**config.mk**
```make
export PLATFORM = sky130hd
export DESIGN_NAME = seg7_scan_driver
export DESIGN_NICKNAME = d
export VERILOG_FILES = /design/src/rtl/seg7_pkg.sv /design/src/rtl/seg7_glyph_rom.sv /design/src/rtl/seg7_scan_driver.sv
export SDC_FILE = /design/constraint.sdc
export NUM_CORES = 1
export LEC_CHECK = 0
export BUFFER_PORTS_ARGS = -buffer_cell sky130_fd_sc_hd__buf_2
export CAP_MARGIN = 20
export CORE_ASPECT_RATIO = 1.4
export CORE_MARGIN = 1
export CORE_UTILIZATION = 52
export DETAILED_ROUTE_END_ITERATION = 16
export HOLD_SLACK_MARGIN = 0.15
export PLACE_DENSITY = 0.76
export SLEW_MARGIN = 15
export SYNTH_ARGS = -nofsm -noshare
export SYNTH_HDL_FRONTEND = slang
export SYNTH_HIERARCHICAL = 1
export SYNTH_SLANG_ARGS = --single-unit
```
**constraint.sdc**
```tcl
create_clock -name clk -period 2.96 [get_ports clk]
set_input_delay 0.148 -clock clk [delete_from_list [all_inputs] [get_ports clk]]
set_output_delay 0.148 -clock clk [all_outputs]
set_load 0.01 [all_outputs]
```
**src/rtl/seg7_pkg.sv**
```systemverilog
`default_nettype none
// ============================================================================
// Module      : seg7_pkg
// Description : Shared glyph constants, glyph decode function and width
//               helper for the 7-segment scan driver.
// Revision    : 1.0 - initial release
// ============================================================================
package seg7_pkg;

    // Active-high glyphs, bit order {g,f,e,d,c,b,a}
    localparam logic [6:0] GLYPH_0     = 7'b0111111;
    localparam logic [6:0] GLYPH_1     = 7'b0000110;
    localparam logic [6:0] GLYPH_2     = 7'b1011011;
    localparam logic [6:0] GLYPH_3     = 7'b1001111;
    localparam logic [6:0] GLYPH_4     = 7'b1100110;
    localparam logic [6:0] GLYPH_5     = 7'b1101101;
    localparam logic [6:0] GLYPH_6     = 7'b1111101;
    localparam logic [6:0] GLYPH_7     = 7'b0000111;
    localparam logic [6:0] GLYPH_8     = 7'b1111111;
    localparam logic [6:0] GLYPH_9     = 7'b1101111;
    localparam logic [6:0] GLYPH_A     = 7'b1110111;
    localparam logic [6:0] GLYPH_B     = 7'b1111100;
    localparam logic [6:0] GLYPH_C     = 7'b0111001;
    localparam logic [6:0] GLYPH_D     = 7'b1011110;
    localparam logic [6:0] GLYPH_E     = 7'b1111001;
    localparam logic [6:0] GLYPH_F     = 7'b1110001;
    localparam logic [6:0] GLYPH_BLANK = 7'b0000000;

    // Counter/index width for a modulus n, never less than one bit
    function automatic int idx_width(input int n);
        return (n <= 2) ? 1 : $clog2(n);
    endfunction

    // Code to active-high glyph; codes 10..15 go dark when hex is disabled
    function automatic logic [6:0] code_to_glyph(input logic [3:0] code, input logic hex_en);
        logic [6:0] glyph;
        case (code)
            4'd0:    glyph = GLYPH_0;
            4'd1:    glyph = GLYPH_1;
            4'd2:    glyph = GLYPH_2;
            4'd3:    glyph = GLYPH_3;
            4'd4:    glyph = GLYPH_4;
            4'd5:    glyph = GLYPH_5;
            4'd6:    glyph = GLYPH_6;
            4'd7:    glyph = GLYPH_7;
            4'd8:    glyph = GLYPH_8;
            4'd9:    glyph = GLYPH_9;
            4'd10:   glyph = hex_en ? GLYPH_A : GLYPH_BLANK;
            4'd11:   glyph = hex_en ? GLYPH_B : GLYPH_BLANK;
            4'd12:   glyph = hex_en ? GLYPH_C : GLYPH_BLANK;
            4'd13:   glyph = hex_en ? GLYPH_D : GLYPH_BLANK;
            4'd14:   glyph = hex_en ? GLYPH_E : GLYPH_BLANK;
            4'd15:   glyph = hex_en ? GLYPH_F : GLYPH_BLANK;
            default: glyph = GLYPH_BLANK;
        endcase
        return glyph;
    endfunction

endpackage
`default_nettype wire

```
**src/rtl/seg7_glyph_rom.sv**
```systemverilog
`default_nettype none
// ============================================================================
// Module      : seg7_glyph_rom
// Description : Combinational 4-bit code to active-high 7-segment glyph.
// Revision    : 1.0 - initial release
// ============================================================================
module seg7_glyph_rom
    import seg7_pkg::*;
(
    input  logic [3:0] i_code,
    input  logic       i_hex_en,
    output logic [6:0] o_glyph
);

    // Pure table decode of the selected digit
    always_comb begin
        o_glyph = code_to_glyph(i_code, i_hex_en);
    end

endmodule
`default_nettype wire

```
**src/rtl/seg7_scan_driver.sv**
```systemverilog
`default_nettype none
// ============================================================================
// Module      : seg7_scan_driver
// Description : Time-multiplexed N-digit 7-segment driver with per-frame
//               input snapshot, hex glyphs, leading-zero suppression,
//               blinking and anode dead time.
// Revision    : 1.0 - initial release
// ============================================================================
module seg7_scan_driver
    import seg7_pkg::*;
#(
    parameter int NUM_DIGITS   = 4,
    parameter int SCAN_DIV     = 50000,
    parameter int BLINK_FRAMES = 64,
    parameter bit HEX_EN       = 1'b1,
    parameter bit SEG_ACT_LOW  = 1'b1,
    parameter bit AN_ACT_LOW   = 1'b1
) (
    input  logic                    clk,
    input  logic                    rst_n,
    input  logic [4*NUM_DIGITS-1:0] digits_in,
    input  logic [NUM_DIGITS-1:0]   dp_in,
    input  logic [NUM_DIGITS-1:0]   blank_in,
    input  logic [NUM_DIGITS-1:0]   blink_in,
    input  logic                    lz_en,
    output logic [6:0]              seg,
    output logic                    dp,
    output logic [NUM_DIGITS-1:0]   an,
    output logic                    frame_start
);

    localparam int IDX_W = idx_width(NUM_DIGITS);
    localparam int PRE_W = idx_width(SCAN_DIV);
    localparam int BLK_W = idx_width(BLINK_FRAMES);
    localparam logic [IDX_W-1:0] C_LAST_IDX = IDX_W'(NUM_DIGITS - 1);
    localparam logic [PRE_W-1:0] C_LAST_PRE = PRE_W'(SCAN_DIV - 1);
    localparam logic [BLK_W-1:0] C_LAST_BLK = BLK_W'(BLINK_FRAMES - 1);

    logic [PRE_W-1:0]        presc_q, presc_d;
    logic [IDX_W-1:0]        idx_q, idx_d;
    logic                    started_q, started_d;
    logic [BLK_W-1:0]        blink_cnt_q, blink_cnt_d;
    logic                    blink_off_q, blink_off_d;
    logic [4*NUM_DIGITS-1:0] snap_digits_q, snap_digits_d;
    logic [NUM_DIGITS-1:0]   snap_dp_q, snap_dp_d;
    logic [NUM_DIGITS-1:0]   snap_blank_q, snap_blank_d;
    logic [NUM_DIGITS-1:0]   snap_blink_q, snap_blink_d;
    logic                    snap_lz_q, snap_lz_d;
    logic [6:0]              seg_q, seg_d;
    logic                    dp_q, dp_d;
    logic [NUM_DIGITS-1:0]   an_q, an_d;
    logic                    frame_start_q, frame_start_d;

    logic                    w_tick;
    logic                    w_snap_en;
    logic [3:0]              w_sel_code;
    logic                    w_sel_dp, w_sel_blank, w_sel_blink, w_sel_lz;
    logic [NUM_DIGITS-1:0]   w_sel_onehot;
    logic [NUM_DIGITS-1:0]   w_lz_mask;
    logic                    w_zero_run;
    logic [6:0]              w_glyph, w_lit_seg;
    logic                    w_lit_dp;
    logic [NUM_DIGITS-1:0]   w_an_lit;

    // Timebase, digit index, frame snapshot and blink phase next-state
    always_comb begin
        w_tick        = (presc_q == C_LAST_PRE);
        presc_d       = w_tick ? '0 : presc_q + PRE_W'(1);
        idx_d         = idx_q;
        if (w_tick) begin
            idx_d = (idx_q == C_LAST_IDX) ? '0 : idx_q + IDX_W'(1);
        end
        // The very first tick also snapshots so real data appears quickly
        w_snap_en     = w_tick && ((idx_d == '0) || !started_q);
        started_d     = started_q || w_tick;
        snap_digits_d = snap_digits_q;
        snap_dp_d     = snap_dp_q;
        snap_blank_d  = snap_blank_q;
        snap_blink_d  = snap_blink_q;
        snap_lz_d     = snap_lz_q;
        blink_cnt_d   = blink_cnt_q;
        blink_off_d   = blink_off_q;
        if (w_snap_en) begin
            snap_digits_d = digits_in;
            snap_dp_d     = dp_in;
            snap_blank_d  = blank_in;
            snap_blink_d  = blink_in;
            snap_lz_d     = lz_en;
            if (blink_cnt_q == C_LAST_BLK) begin
                blink_cnt_d = '0;
                blink_off_d = ~blink_off_q;
            end else begin
                blink_cnt_d = blink_cnt_q + BLK_W'(1);
            end
        end
    end

    // Select the digit being driven next and work out leading-zero darkening
    always_comb begin
        w_sel_code   = 4'd0;
        w_sel_dp     = 1'b0;
        w_sel_blank  = 1'b0;
        w_sel_blink  = 1'b0;
        w_sel_lz     = 1'b0;
        w_sel_onehot = '0;
        w_lz_mask    = '0;
        w_zero_run   = snap_lz_d;
        for (int i = NUM_DIGITS - 1; i >= 0; i--) begin
            w_zero_run   = w_zero_run && (snap_digits_d[4*i +: 4] == 4'd0);
            w_lz_mask[i] = w_zero_run && (i != 0);
        end
        for (int i = 0; i < NUM_DIGITS; i++) begin
            if (idx_d == IDX_W'(i)) begin
                w_sel_code      = snap_digits_d[4*i +: 4];
                w_sel_dp        = snap_dp_d[i];
                w_sel_blank     = snap_blank_d[i];
                w_sel_blink     = snap_blink_d[i];
                w_sel_lz        = w_lz_mask[i];
                w_sel_onehot[i] = 1'b1;
            end
        end
    end

    seg7_glyph_rom u_glyph_rom (
        .i_code   (w_sel_code),
        .i_hex_en (HEX_EN),
        .o_glyph  (w_glyph)
    );

    // Apply blank > blink-off > leading-zero precedence, dead time, polarity
    always_comb begin
        w_lit_seg = w_glyph;
        w_lit_dp  = w_sel_dp;
        if (w_sel_blank || (blink_off_d && w_sel_blink)) begin
            w_lit_seg = GLYPH_BLANK;
            w_lit_dp  = 1'b0;
        end else if (w_sel_lz) begin
            w_lit_seg = GLYPH_BLANK;
        end
        // Anodes go dark for one cycle on every scan step to avoid ghosting
        w_an_lit      = w_tick ? '0 : w_sel_onehot;
        seg_d         = SEG_ACT_LOW ? ~w_lit_seg : w_lit_seg;
        dp_d          = SEG_ACT_LOW ? ~w_lit_dp : w_lit_dp;
        an_d          = AN_ACT_LOW ? ~w_an_lit : w_an_lit;
        frame_start_d = w_snap_en;
    end

    // State and registered outputs with asynchronous clear
    always_ff @(posedge clk or negedge rst_n) begin
        if (!rst_n) begin
            presc_q       <= '0;
            idx_q         <= '0;
            started_q     <= 1'b0;
            blink_cnt_q   <= '0;
            blink_off_q   <= 1'b0;
            snap_digits_q <= '0;
            snap_dp_q     <= '0;
            snap_blank_q  <= '0;
            snap_blink_q  <= '0;
            snap_lz_q     <= 1'b0;
            seg_q         <= {7{SEG_ACT_LOW}};
            dp_q          <= SEG_ACT_LOW;
            an_q          <= {NUM_DIGITS{AN_ACT_LOW}};
            frame_start_q <= 1'b0;
        end else begin
            presc_q       <= presc_d;
            idx_q         <= idx_d;
            started_q     <= started_d;
            blink_cnt_q   <= blink_cnt_d;
            blink_off_q   <= blink_off_d;
            snap_digits_q <= snap_digits_d;
            snap_dp_q     <= snap_dp_d;
            snap_blank_q  <= snap_blank_d;
            snap_blink_q  <= snap_blink_d;
            snap_lz_q     <= snap_lz_d;
            seg_q         <= seg_d;
            dp_q          <= dp_d;
            an_q          <= an_d;
            frame_start_q <= frame_start_d;
        end
    end

    assign seg         = seg_q;
    assign dp          = dp_q;
    assign an          = an_q;
    assign frame_start = frame_start_q;

endmodule
`default_nettype wire
```
==> impl_metrics.tcl <==
set metrics [dict create \
    powerDensity_nw_per_um2 437 \
    gp_congestion 0.875 \
    finalPower_mw 2.00 \
    crit_path_end_kind "flop" \
    startpoint "presc_q[13]" \
    grt_max_degree 56 \
    ant_nets 0 \
    hold_ws_ns 0.236 \
    routed.top_layer "met4" \
    grt_pass1_vias 2980 \
    drive_above_1_share_pct 31.3 \
    vias_per_cell 5.70 \
    synth-seq-cells 68 \
    yosys_warnings 6 \
    synth_mux_area_share_pct 9.76 \
    diodes 0 \
    status "finished clean" \
    fp.dieArea_um2 7150 \
    synth-compound-area-share_pct 12.9 \
    synth-xor-area-share_pct 3.96 \
    wirelength_um 8580 \
    grt_usage_pct 25.5 \
    wl_met2_um 4600 \
    rrSetupSlack_ns 0.06 \
    synthFlopType "dfrtp_1" \
    first_pass_iters 4 \
    route.detailed.drc 0 \
    dr_wl_met3_um 331 \
    synth_top_family_by_area "simple AND/OR/NAND/NOR gates" \
    cap_viol_max_count 0 \
    dpl_worst_slack_ns -0.134 \
    finalNonFillerCells 522 \
    fin_crit_sh_pct 97.8 \
    synth-edff-count 0 \
    grt_overflow 0 \
    insertion_delay_ns 0.34 \
    nets 477 \
    die_y_um 99.6 \
    place_hpwl_um 5960 \
    fin_ws_ns 0.0649 \
    crit_required_ns 3.21 \
    finalCriticalPeriod_ns 2.90 \
    placedCellCount 473 \
    wl_met1_um 3370 \
    final-setup-viol-count 0 \
    layout_commonest_cell "dfrtp_1" \
    ys_types 60 \
    drv_slew 0 \
    cp.arrival_ns 3.14 \
    p_leak_nw 2.04 \
    synthCells 339 \
    grt_pass1_wl_um 13900 \
    numCtsBuffers 9 \
    synth_area_um2 3540 \
    fin_worst_skew_ns 0.0144 \
    max_freq_mhz 345 \
    synthArstFlopShare_pct 100 \
    yosys.area_share.simple_pct 20.3 \
    hp-class "in -> async" \
    dr_total_vias 2975 \
    areaGrowthSynthToFinish_pct 29.0 \
    dpl_cell_area_um2 3970 \
    tritoncts "done" \
    final_util_pct 69.5 \
    path_class "reg -> reg" \
    final_area_um2 4570 \
    r2r_start "presc_q[13]" \
    worst_pin_slew_ns 0.684 \
    cts_buffer_depth 2 \
    synthAdderAreaFrac_pct 1.06 \
    cts_root_buf "clkbuf_8" \
    antenna_found_initial 0 \
    wire_per_inst_um 16.4 \
    core_area_um2 6570 \
    finalHoldViolCount 0 \
    num-fill-cells 482 \
    fin_setup_tns_ns 0 \
    initial_core_util_pct 53.9 \
    path_clk_slew_ns 0.08 \
    seq_area_frac_synth_pct 48.5 \
    layout_common_cells "dfrtp_1, nand2_1, buf_2" \
    drt_iter0_drc 172 \
    io_pins 44 \
    crit_path_start_kind "flop" \
    syn_area_per_cell_um2 10.4 \
    portBuffers 43 \
    clock-sinks 68 \
    die_w_um 71.7 \
    crit_fanout 15 \
    relSlewSlack_pct 54.4 \
    ir_worst_vdd_v 0.000408 \
    row_count 35 \
    htreeDepth 3 \
]
==> critical path: stages (launching register included) <==
cell       delay, ns
dfrtp_1         0.43
nor4b_4         0.35
and4_4          0.35
nand2_8         0.12
mux2_1          0.37
o211ai_1        0.34
o21ai_4         0.13
or2b_2          0.32
o211ai_1        0.12
a22o_1          0.19
o2111ai_1       0.09
==> power breakdown <==
part / total, mW / leakage [nW] / switching (mW) / internal, mW
logic: 0.170 / 1.14 / 0.0850 / 0.0847
clock network: 0.860 / 0.113 / 0.341 / 0.520
registers: 0.966 / 0.794 / 0.00763 / 0.958
total: 2.00 / 2.04 / 0.433 / 1.56
==> cell type report <==
| class | instances | area [um^2] | area share, % |
|---|---|---|---|
| repair buffers | 101 | 729 | 16.0 |
| clock inverters | 4 | 72.6 | 1.59 |
| inverters | 6 | 22.5 | 0.493 |
| flip-flops and latches | 68 | 1720 | 37.6 |
| multi-input cells | 257 | 1780 | 38.9 |
| well taps | 74 | 92.6 | 2.03 |
| clock buffers | 12 | 155 | 3.40 |
==> kinds of logic (layout without fill, tap and decap cells) <==
kind of cell	Yosys count	after routing
compound gates	61	62
xor+xnor	16	16
fa+ha+maj	3	3
buf+inv	21	123
flops	68	68
mux	30	30
other cells	1	7
simple gates	139	139
==> registers in the layout, indices dropped and copies added (netlist names), 4 cells and up <==
name,count
an,4
snap_digits_q,16
snap_dp_q,4
presc_q,16
seg,7
snap_blank_q,4
snap_blink_q,4
blink_cnt_q,6
==> layer usage <==
metal  track usage (%)  vias to the layer above
li1                  -                     1419
met1              28.8                     1443
met2              45.8                       89
met3              5.27                       24
met4              11.2                        0
met5                 0                        -
==> worst paths after layout <==
| kind | depth (start not counted) | to |
|---|---|---|
| max reg2reg | 10 | seg[5] |
| max in group asynchronous | 3 | snap_dp_q[2] |
| min in group clk | 2 | snap_lz_q |
| min | 2 | blink_cnt_q[3] |
| min reg2reg | 2 | snap_lz_q |
| max | 10 | seg[5] |
==> synth_stat cells (5+ instances only) <==
master / number / area [um^2]
dfstp_2: 12 / 315
mux2_2: 11 / 124
mux2_1: 6 / 67.6
dfrtp_1: 56 / 1400
nor2_1: 23 / 86.3
mux2i_1: 10 / 100
o21ai_0: 11 / 55.1
nand2_1: 55 / 206
buf_2: 5 / 25.0
nand3_1: 20 / 100
o211ai_1: 6 / 45.0
nor3_1: 5 / 25.0
xor2_1: 10 / 87.6
a21oi_1: 10 / 50.1
o2111ai_1: 7 / 61.3
and3_1: 7 / 43.8
xnor2_1: 6 / 52.6
==> timing repair <==
action,4_1_cts,5_1_grt
hold buffers,30,0
buffers inserted,0,2
gates cloned,0,1
endpoints found under the setup margin,5,7
resized for setup,3,10
pin swaps,0,3
endpoints found under the hold margin,42,0
No activity file was read; power rests on OpenSTA's default activity.
